--- config.mk ---
export PLATFORM = sky130hd
export DESIGN_NAME = aes_subbytes_pipe_flat
export DESIGN_NICKNAME = d
export VERILOG_FILES = /design/src/rtl/aes_subbytes_pipe_pkg.sv /design/src/rtl/aes_subbytes_pipe_if.sv /design/src/rtl/aes_subbytes_pipe_lane.sv /design/src/rtl/aes_subbytes_pipe.sv /design/src/flat_wrapper.sv
export SDC_FILE = /design/constraint.sdc
export NUM_CORES = 2
export LEC_CHECK = 0
export CORE_MARGIN = 4
export CORE_UTILIZATION = 35
export DETAILED_ROUTE_END_ITERATION = 6
export DONT_BUFFER_PORTS = 1
export GPL_TIMING_DRIVEN = 0
export PLACE_DENSITY = 0.57
export SLEW_MARGIN = 20
export SYNTH_ARGS = -nofsm -noshare
export SYNTH_HDL_FRONTEND = slang
export SYNTH_HIERARCHICAL = 1
export SYNTH_SLANG_ARGS = --single-unit
--- constraint.sdc ---
create_clock -name clk -period 12.1 [get_ports clk]
set_input_delay 1.21 -clock clk [delete_from_list [all_inputs] [get_ports clk]]
set_output_delay 1.21 -clock clk [all_outputs]
set_load 0.01 [all_outputs]
--- src/rtl/aes_subbytes_pipe_pkg.sv ---
// Shared types and helpers for the AES SubBytes/InvSubBytes pipeline.
// The S-box is computed as GF(2^8) inversion (x^254, AES polynomial 0x11B)
// wrapped in the AES affine transforms:
//   top layer    : inverse affine when dec=1, then a and a^2 (squaring is linear)
//   inversion    : a^3, a^12, a^15 (two multiplies plus one linear square chain)
//   bottom layer : a^240 * a^12 * a^2 = a^254, then forward affine when dec=0
// Zero maps to zero through the power chain, so no special case is needed.
package aes_subbytes_pipe_pkg;

  localparam int AES_BYTE_W = 8;

  // Known-answer vectors for four lanes: bytes 53 01 00 FF <-> ED 7C 63 16.
  localparam logic [31:0] KAT_FWD_IN  = 32'h5301_00FF;
  localparam logic [31:0] KAT_FWD_OUT = 32'hED7C_6316;

  typedef logic [AES_BYTE_W-1:0] byte_t;

  // Output of the top layer: the element to invert and its square.
  typedef struct packed {
    byte_t a;
    byte_t a2;
  } top_t;

  // Output of the inversion layer: partial powers still needed at the bottom.
  typedef struct packed {
    byte_t a15;
    byte_t a12;
    byte_t a2;
  } inv_t;

  function automatic byte_t rotl(byte_t x, int n);
    byte_t r;
    r = x;
    for (int i = 0; i < n; i++) r = {r[6:0], r[7]};
    return r;
  endfunction

  function automatic byte_t gf_mul(byte_t a, byte_t b);
    byte_t p, x;
    p = '0;
    x = a;
    for (int i = 0; i < 8; i++) begin
      if (b[i]) p = p ^ x;
      x = {x[6:0], 1'b0} ^ (x[7] ? 8'h1b : 8'h00);
    end
    return p;
  endfunction

  // a^(2^n)
  function automatic byte_t gf_sqn(byte_t a, int n);
    byte_t r;
    r = a;
    for (int i = 0; i < n; i++) r = gf_mul(r, r);
    return r;
  endfunction

  function automatic top_t top_layer(byte_t x, logic dec);
    top_t  t;
    byte_t a;
    a    = dec ? (rotl(x, 1) ^ rotl(x, 3) ^ rotl(x, 6) ^ 8'h05) : x;
    t.a  = a;
    t.a2 = gf_mul(a, a);
    return t;
  endfunction

  function automatic inv_t inv_layer(top_t t);
    inv_t  m;
    byte_t a3;
    a3    = gf_mul(t.a, t.a2);
    m.a12 = gf_sqn(a3, 2);
    m.a15 = gf_mul(m.a12, a3);
    m.a2  = t.a2;
    return m;
  endfunction

  function automatic byte_t bot_layer(inv_t m, logic dec);
    byte_t a254;
    a254 = gf_mul(gf_mul(gf_sqn(m.a15, 4), m.a12), m.a2);
    return dec ? a254
               : (a254 ^ rotl(a254, 1) ^ rotl(a254, 2) ^ rotl(a254, 3) ^ rotl(a254, 4) ^ 8'h63);
  endfunction

endpackage

--- src/rtl/aes_subbytes_pipe_if.sv ---
// Beat interface of the SubBytes pipeline.
// master: producer/consumer side (drives in_*, out_ready, flush).
// slave : the engine (drives in_ready, out_*, busy).
interface aes_subbytes_pipe_if
  import aes_subbytes_pipe_pkg::*;
#(
  parameter int LANES = 4,
  parameter int TAG_W = 4
);
  logic                        flush;
  logic                        in_valid;
  logic                        in_ready;
  logic                        in_dec;
  logic [AES_BYTE_W*LANES-1:0] in_data;
  logic [TAG_W-1:0]            in_tag;
  logic                        out_valid;
  logic                        out_ready;
  logic [AES_BYTE_W*LANES-1:0] out_data;
  logic [TAG_W-1:0]            out_tag;
  logic                        busy;

  modport master (
    output flush, in_valid, in_dec, in_data, in_tag, out_ready,
    input  in_ready, out_valid, out_data, out_tag, busy
  );

  modport slave (
    input  flush, in_valid, in_dec, in_data, in_tag, out_ready,
    output in_ready, out_valid, out_data, out_tag, busy
  );
endinterface

--- src/rtl/aes_subbytes_pipe_lane.sv ---
// One byte lane of the S-box pipeline: top layer into S0, optional mid
// register S1 after the inversion layer, bottom layer into the output register.
// No handshake here; the parent supplies per-stage load enables.
// Ports: clk, rst_n; ld[k] loads stage k; in_byte/in_dec feed the top layer;
// bot_dec is the mode of the beat entering the output register; out_byte.
module aes_subbytes_pipe_lane
  import aes_subbytes_pipe_pkg::*;
#(
  parameter int PIPE_MID = 1
)(
  input  logic              clk,
  input  logic              rst_n,
  input  logic [PIPE_MID+1:0] ld,
  input  logic              in_dec,
  input  logic              bot_dec,
  input  byte_t             in_byte,
  output byte_t             out_byte
);
  localparam int N = 2 + PIPE_MID;

  top_t top_q;
  inv_t inv_d;

  always_ff @(posedge clk)
    if (ld[0]) top_q <= top_layer(in_byte, in_dec);

  if (PIPE_MID != 0) begin : g_mid
    inv_t inv_q;
    always_ff @(posedge clk)
      if (ld[1]) inv_q <= inv_layer(top_q);
    assign inv_d = inv_q;
  end else begin : g_nomid
    assign inv_d = inv_layer(top_q);
  end

  // Output register is reset so out_data reads zero out of reset.
  always_ff @(posedge clk or negedge rst_n)
    if (!rst_n)         out_byte <= '0;
    else if (ld[N-1])   out_byte <= bot_layer(inv_d, bot_dec);

endmodule

--- src/rtl/aes_subbytes_pipe.sv ---
// Multi-lane pipelined AES SubBytes/InvSubBytes engine.
// Ports: clk, rst_n (async, active-low); bus (slave modport) carrying
// flush, in_valid/in_ready/in_dec/in_data/in_tag, out_valid/out_ready/
// out_data/out_tag and busy. Latency N = 2 + PIPE_MID cycles, 1 beat/cycle.
// Owns the valid/stall chain, the per-stage mode bit and the tag; the lanes
// hold only data.
module aes_subbytes_pipe
  import aes_subbytes_pipe_pkg::*;
#(
  parameter int LANES    = 4,
  parameter int PIPE_MID = 1,
  parameter int TAG_W    = 4
)(
  input logic               clk,
  input logic               rst_n,
  aes_subbytes_pipe_if.slave bus
);
  localparam int N      = 2 + PIPE_MID;
  localparam int STAGES = N - 1;

  logic [STAGES:0]             vld_pipe;
  logic [STAGES:0]             adv;
  logic [STAGES:0]             ld;
  logic [N-2:0]                dec_q;   // output stage needs no mode bit
  logic [STAGES:0][TAG_W-1:0]  tag_q;
  logic [LANES-1:0][AES_BYTE_W-1:0] lane_out;

  // adv[k] = !v[k] || adv[k+1] unrolled: a stage can move unless it and
  // every stage after it are full and the output is stalled.
  always_comb begin
    logic full;
    full = 1'b1;
    adv  = '0;
    for (int k = STAGES; k >= 0; k--) begin
      full   = full & vld_pipe[k];
      adv[k] = bus.out_ready | ~full;
    end
  end

  // Load only when a real beat moves in, so stalled/empty stages keep data.
  always_comb begin
    ld    = '0;
    ld[0] = adv[0] & bus.in_valid;
    for (int k = 1; k <= STAGES; k++) ld[k] = adv[k] & vld_pipe[k-1];
  end

  always_ff @(posedge clk or negedge rst_n) begin
    if (!rst_n) begin
      vld_pipe <= '0;
      dec_q    <= '0;
      tag_q    <= '0;
    end else begin
      if (bus.flush) begin
        vld_pipe <= '0;
      end else begin
        if (adv[0]) vld_pipe[0] <= bus.in_valid;
        for (int k = 1; k <= STAGES; k++)
          if (adv[k]) vld_pipe[k] <= vld_pipe[k-1];
      end
      if (ld[0]) begin
        dec_q[0] <= bus.in_dec;
        tag_q[0] <= bus.in_tag;
      end
      for (int k = 1; k <= STAGES; k++)
        if (ld[k]) tag_q[k] <= tag_q[k-1];
      for (int k = 1; k <= N - 2; k++)
        if (ld[k]) dec_q[k] <= dec_q[k-1];
    end
  end

  for (genvar i = 0; i < LANES; i++) begin : g_lane
    aes_subbytes_pipe_lane #(.PIPE_MID(PIPE_MID)) u_lane (
      .clk      (clk),
      .rst_n    (rst_n),
      .ld       (ld),
      .in_dec   (bus.in_dec),
      .bot_dec  (dec_q[N-2]),
      .in_byte  (bus.in_data[AES_BYTE_W*i +: AES_BYTE_W]),
      .out_byte (lane_out[i])
    );
  end

  assign bus.out_data  = lane_out;
  assign bus.out_tag   = tag_q[STAGES];
  assign bus.out_valid = vld_pipe[STAGES];
  assign bus.in_ready  = adv[0];
  assign bus.busy      = |vld_pipe;

endmodule
--- src/flat_wrapper.sv ---
// flat-port wrapper written by rule: the top's interface ports become plain ports
module aes_subbytes_pipe_flat import aes_subbytes_pipe_pkg::*;
#(
  parameter int LANES    = 4,
  parameter int PIPE_MID = 1,
  parameter int TAG_W    = 4
)
  (clk, rst_n, bus_flush, bus_in_valid, bus_in_dec, bus_in_data, bus_in_tag, bus_out_ready, bus_in_ready, bus_out_valid, bus_out_data, bus_out_tag, bus_busy);
  aes_subbytes_pipe_if #(.LANES(LANES), .TAG_W(TAG_W)) bus_i ();
  input logic clk;
  input logic rst_n;
  input wire logic [$bits(bus_i.flush)-1:0] bus_flush;
  input wire logic [$bits(bus_i.in_valid)-1:0] bus_in_valid;
  input wire logic [$bits(bus_i.in_dec)-1:0] bus_in_dec;
  input wire logic [$bits(bus_i.in_data)-1:0] bus_in_data;
  input wire logic [$bits(bus_i.in_tag)-1:0] bus_in_tag;
  input wire logic [$bits(bus_i.out_ready)-1:0] bus_out_ready;
  output wire logic [$bits(bus_i.in_ready)-1:0] bus_in_ready;
  output wire logic [$bits(bus_i.out_valid)-1:0] bus_out_valid;
  output wire logic [$bits(bus_i.out_data)-1:0] bus_out_data;
  output wire logic [$bits(bus_i.out_tag)-1:0] bus_out_tag;
  output wire logic [$bits(bus_i.busy)-1:0] bus_busy;
  assign bus_i.flush = bus_flush;
  assign bus_i.in_valid = bus_in_valid;
  assign bus_i.in_dec = bus_in_dec;
  assign bus_i.in_data = bus_in_data;
  assign bus_i.in_tag = bus_in_tag;
  assign bus_i.out_ready = bus_out_ready;
  assign bus_in_ready = bus_i.in_ready;
  assign bus_out_valid = bus_i.out_valid;
  assign bus_out_data = bus_i.out_data;
  assign bus_out_tag = bus_i.out_tag;
  assign bus_busy = bus_i.busy;
  aes_subbytes_pipe #(.LANES(LANES), .PIPE_MID(PIPE_MID), .TAG_W(TAG_W)) u_core (.clk(clk), .rst_n(rst_n), .bus(bus_i));
endmodule
==> summary.txt <==
Synthesis
  • Fraction of synthesized cell area in xor and xnor cells: 43.4%
  • Simple-gate share of the synthesized area: 19.4%
  • Synth area leader: xnor2_1
  • Mapped Avg Cell Area: 8.07 um2
  • Netlist cell types: 115
  • Synth Area in Compound Gates: 13.6%
  • Post-Synth Adder-Cell Area: 0.704%
  • Top cells by area, synth: xnor2_1 23%, edfxtp_1 9.7%, xor2_1 7.6%
  • Netlist Area Pre-Place: 49800 um2
  • Post-synth top flop: edfxtp_1
  • Mux cell area share after synthesis: 5.92%
  • Synth warnings: 6
  • Share of the synthesized area in the top cell type: 22.8%
  • Syn nets: 6239
  • FFs w/ async S/R, synth: 23.4%
  • Sequential share of the synthesized area: 12.1%
  • EDFF count, synth: 160
  • Cells after Synth: 6169
  • Combinational family with the most area after synthesis: XOR/XNOR gates
  • Synth Register Bits: 209

Layout
  • Most frequent cells in the layout: 1237 x xnor2_1, 741 x nand2_1, 594 x nor2_1
  • Commonest non-fill, non-tap cell in the layout: xnor2_1
  • Layout cell share with drive strength beyond 1: 10.2%
  • Area delta synth->final: 9.67%
  • Nets: 6319
  • Diode count: 0

Outcome
  • Outcome: completed

Timing
  • Period utilization: 95.4%
  • Slew Limit Fails: 0
  • Max frequency: 86.6 MHz
  • Hold Violations, Final: 0
  • Setup-failing EPs final: 0
  • Min Tclk post-route: 11550 ps
  • Clock Skew: 34.7 ps
  • Max_slew headroom: 28.2%
  • Worst slew pin tran: 1070 ps
  • Final Hold Slack: 320 ps

GRT
  • Vias in the first global route: 40400
  • Initial antenna violation count: 1
  • Total track usage: 16.6%
  • Global-route wire length before repair: 211 mm
  • Grt ovf: 0
  • Pin count of the biggest net entering global routing: 50

Clock network
  • Clk root buf: clkbuf_16
  • CTS tree: built
  • Clk slew on worst S/H paths: 70 ps
  • Cts bufs inserted: 27
  • H-tree levels: 1
  • Cts hold-fix bufs: 0
  • CTS Sinks: 209
  • Worst-case clock buffer depth: 3
  • Latest clock arrival within the worst-skew pair: 590 ps

Detailed routing
  • DR iter-0 viols: 3376
  • DRC violations left: 0
  • Post-DRT Antenna Nets: 0
  • Drt first pass iters: 5
  • Final WL: 129 mm
  • DR vias: 42600
  • Post-DR wirelength/cell: 15.8 um
  • Via/cell ratio: 5.22

Worst setup path
  • Crit path max fanout: 10
  • WP data arrival: 12020 ps
  • Slowest cell delay on critical path: 570 ps
  • Slowest CP cell: xnor2_1
  • Crit end category: flip-flop
  • Most frequent cell on the critical path: xnor2_1
  • Req. time, crit path: 12570 ps
  • Kind of critical path: reg -> reg
  • CP Launch Type: flip-flop

Floorplan
  • Die X: 385 um
  • Boundary pin count: 81
  • Initial Util: 35.2%
  • Row Count: 138
  • Die ar.: 148000 um2
  • Die height: 385 um
  • Core area: 141000 um2

Placement
  • Routability cong.: 0.882
  • Hpwl dp: 96.8 mm
  • Port bufs: 0

Min path
  • Worst Hold Class: in -> async

Run
  • Max_cap viols: 0
==> area by class of cell <==
type	count	area (um2)
fillers	14500	86800
multi-input cells	5401	42200
flip-flops and latches	209	6030
well taps	1890	2360
plain buffers	358	1710
inverters	195	742
clock buffers	30	687
repair buffers	57	473
clock inverters	20	324
==> synth_stat cells (48+ instances only) <==
| library cell | number |
|---|---|
| xnor2_1 | 1294 |
| nand2_1 | 741 |
| nor2_1 | 597 |
| xor2_1 | 431 |
| a21oi_1 | 225 |
| clkbuf_1 | 218 |
| mux2i_1 | 202 |
| o21ai_0 | 168 |
| inv_1 | 167 |
| edfxtp_1 | 160 |
| xnor3_1 | 158 |
| nand3_1 | 149 |
| nor3_1 | 116 |
| nand2b_1 | 89 |
| nor2b_1 | 74 |
| mux2_2 | 70 |
| buf_2 | 66 |
| a31oi_1 | 65 |
| o211ai_1 | 65 |
| xnor2_2 | 64 |
| or3_1 | 53 |
| dfrtp_1 | 49 |
| a211oi_1 | 48 |
| o22ai_1 | 48 |
==> state kept, by name, summed over array words and instances (netlist names) <==
register	count
u_core/tag_q	8
u_core/g_lane.u_lane/g_mid.inv_q	96
u_core/bus.out_tag	4
u_core/g_lane.u_lane/top_q	64
u_core/g_lane.u_lane/out_byte	32
u_core/vld_pipe	3
u_core/dec_q	2
==> through the flow <==
| step | utilization [%] | setup TNS, ps | cell area (um2) | std cells | setup WS (ps) |
|---|---|---|---|---|---|
| after floorplan | - | 0 | 49800 | 6169 | 1150 |
| after global placement | 36.9 | -22740 | 52100 | 8059 | -1130 |
| after detailed placement | 36.9 | -23130 | 52200 | 8061 | -1130 |
| after CTS | 37.9 | 0 | 53600 | 8122 | 5.24 |
| after global routing | 38.6 | -427 | 54600 | 8160 | -67.5 |
| final | 38.6 | 0 | 54600 | 8160 | 554 |
==> metal layers <==
layer | GRT usage (%) | share of wire [%] | vias to the layer above
li1 | - | - | 21200
met1 | 23.1 | 47 | 20400
met2 | 27.6 | 46 | 888
met3 | 2.12 | 4.9 | 104
met4 | 3.19 | 1.6 | 0
met5 | 0 | 0 | -
==> cell families (layout without fill, tap and decap cells) <==
| group | Yosys count | after routing |
|---|---|---|
| buffers and inverters | 559 | 660 |
| multiplexers | 279 | 279 |
| XOR/XNOR | 2025 | 2025 |
| AND/OR/NAND/NOR | 2083 | 2083 |
| adder cells (fa/ha/maj) | 28 | 28 |
| flip-flops | 209 | 209 |
| AO/OA/AOI/OAI | 986 | 986 |
==> worst max-delay path, delay by kind of cell, from the launching register on <==
| kind | cells | cell delay [ps] |
|---|---|---|
| xor+xnor | 15 | 4140 |
| fa+ha+maj | 4 | 1420 |
| flops | 1 | 380 |
| buf+inv | 11 | 2040 |
| simple gates | 6 | 1210 |
| compound gates | 9 | 2210 |
==> worst paths after layout <==
| check | start | endpoint | slack, ps | cells past startpoint |
|---|---|---|---|---|
| max reg2reg | u_core/g_lane[2].u_lane/g_mid.inv_q[16]$_DFFE_PP_ | u_core/g_lane[2].u_lane/out_byte[0]$_DFFE_PN0P_ | 550 | 45 |
| min | rst_n | u_core/g_lane[1].u_lane/out_byte[6]$_DFFE_PN0P_ | 320 | 0 |
| max in group asynchronous | rst_n | u_core/g_lane[3].u_lane/out_byte[5]$_DFFE_PN0P_ | 11670 | 0 |
| max | u_core/g_lane[2].u_lane/g_mid.inv_q[16]$_DFFE_PP_ | u_core/g_lane[2].u_lane/out_byte[0]$_DFFE_PN0P_ | 550 | 45 |
| min in group clk | u_core/g_lane[3].u_lane/top_q[7]$_DFFE_PP_ | u_core/g_lane[3].u_lane/g_mid.inv_q[7]$_DFFE_PP_ | 450 | 0 |
| min reg2reg | u_core/g_lane[3].u_lane/top_q[7]$_DFFE_PP_ | u_core/g_lane[3].u_lane/g_mid.inv_q[7]$_DFFE_PP_ | 450 | 0 |
==> repair_timing <==
| item | CTS | global route |
|---|---|---|
| setup endpoints to repair | 32 | 32 |
| buffers inserted | 12 | 43 |
| pin swaps | 8 | 22 |
| resized for setup | 61 | 103 |
Power is left out: the tool's default activity adds up to more than one toggle a clock period on the data nets, which glitch-free logic cannot reach.
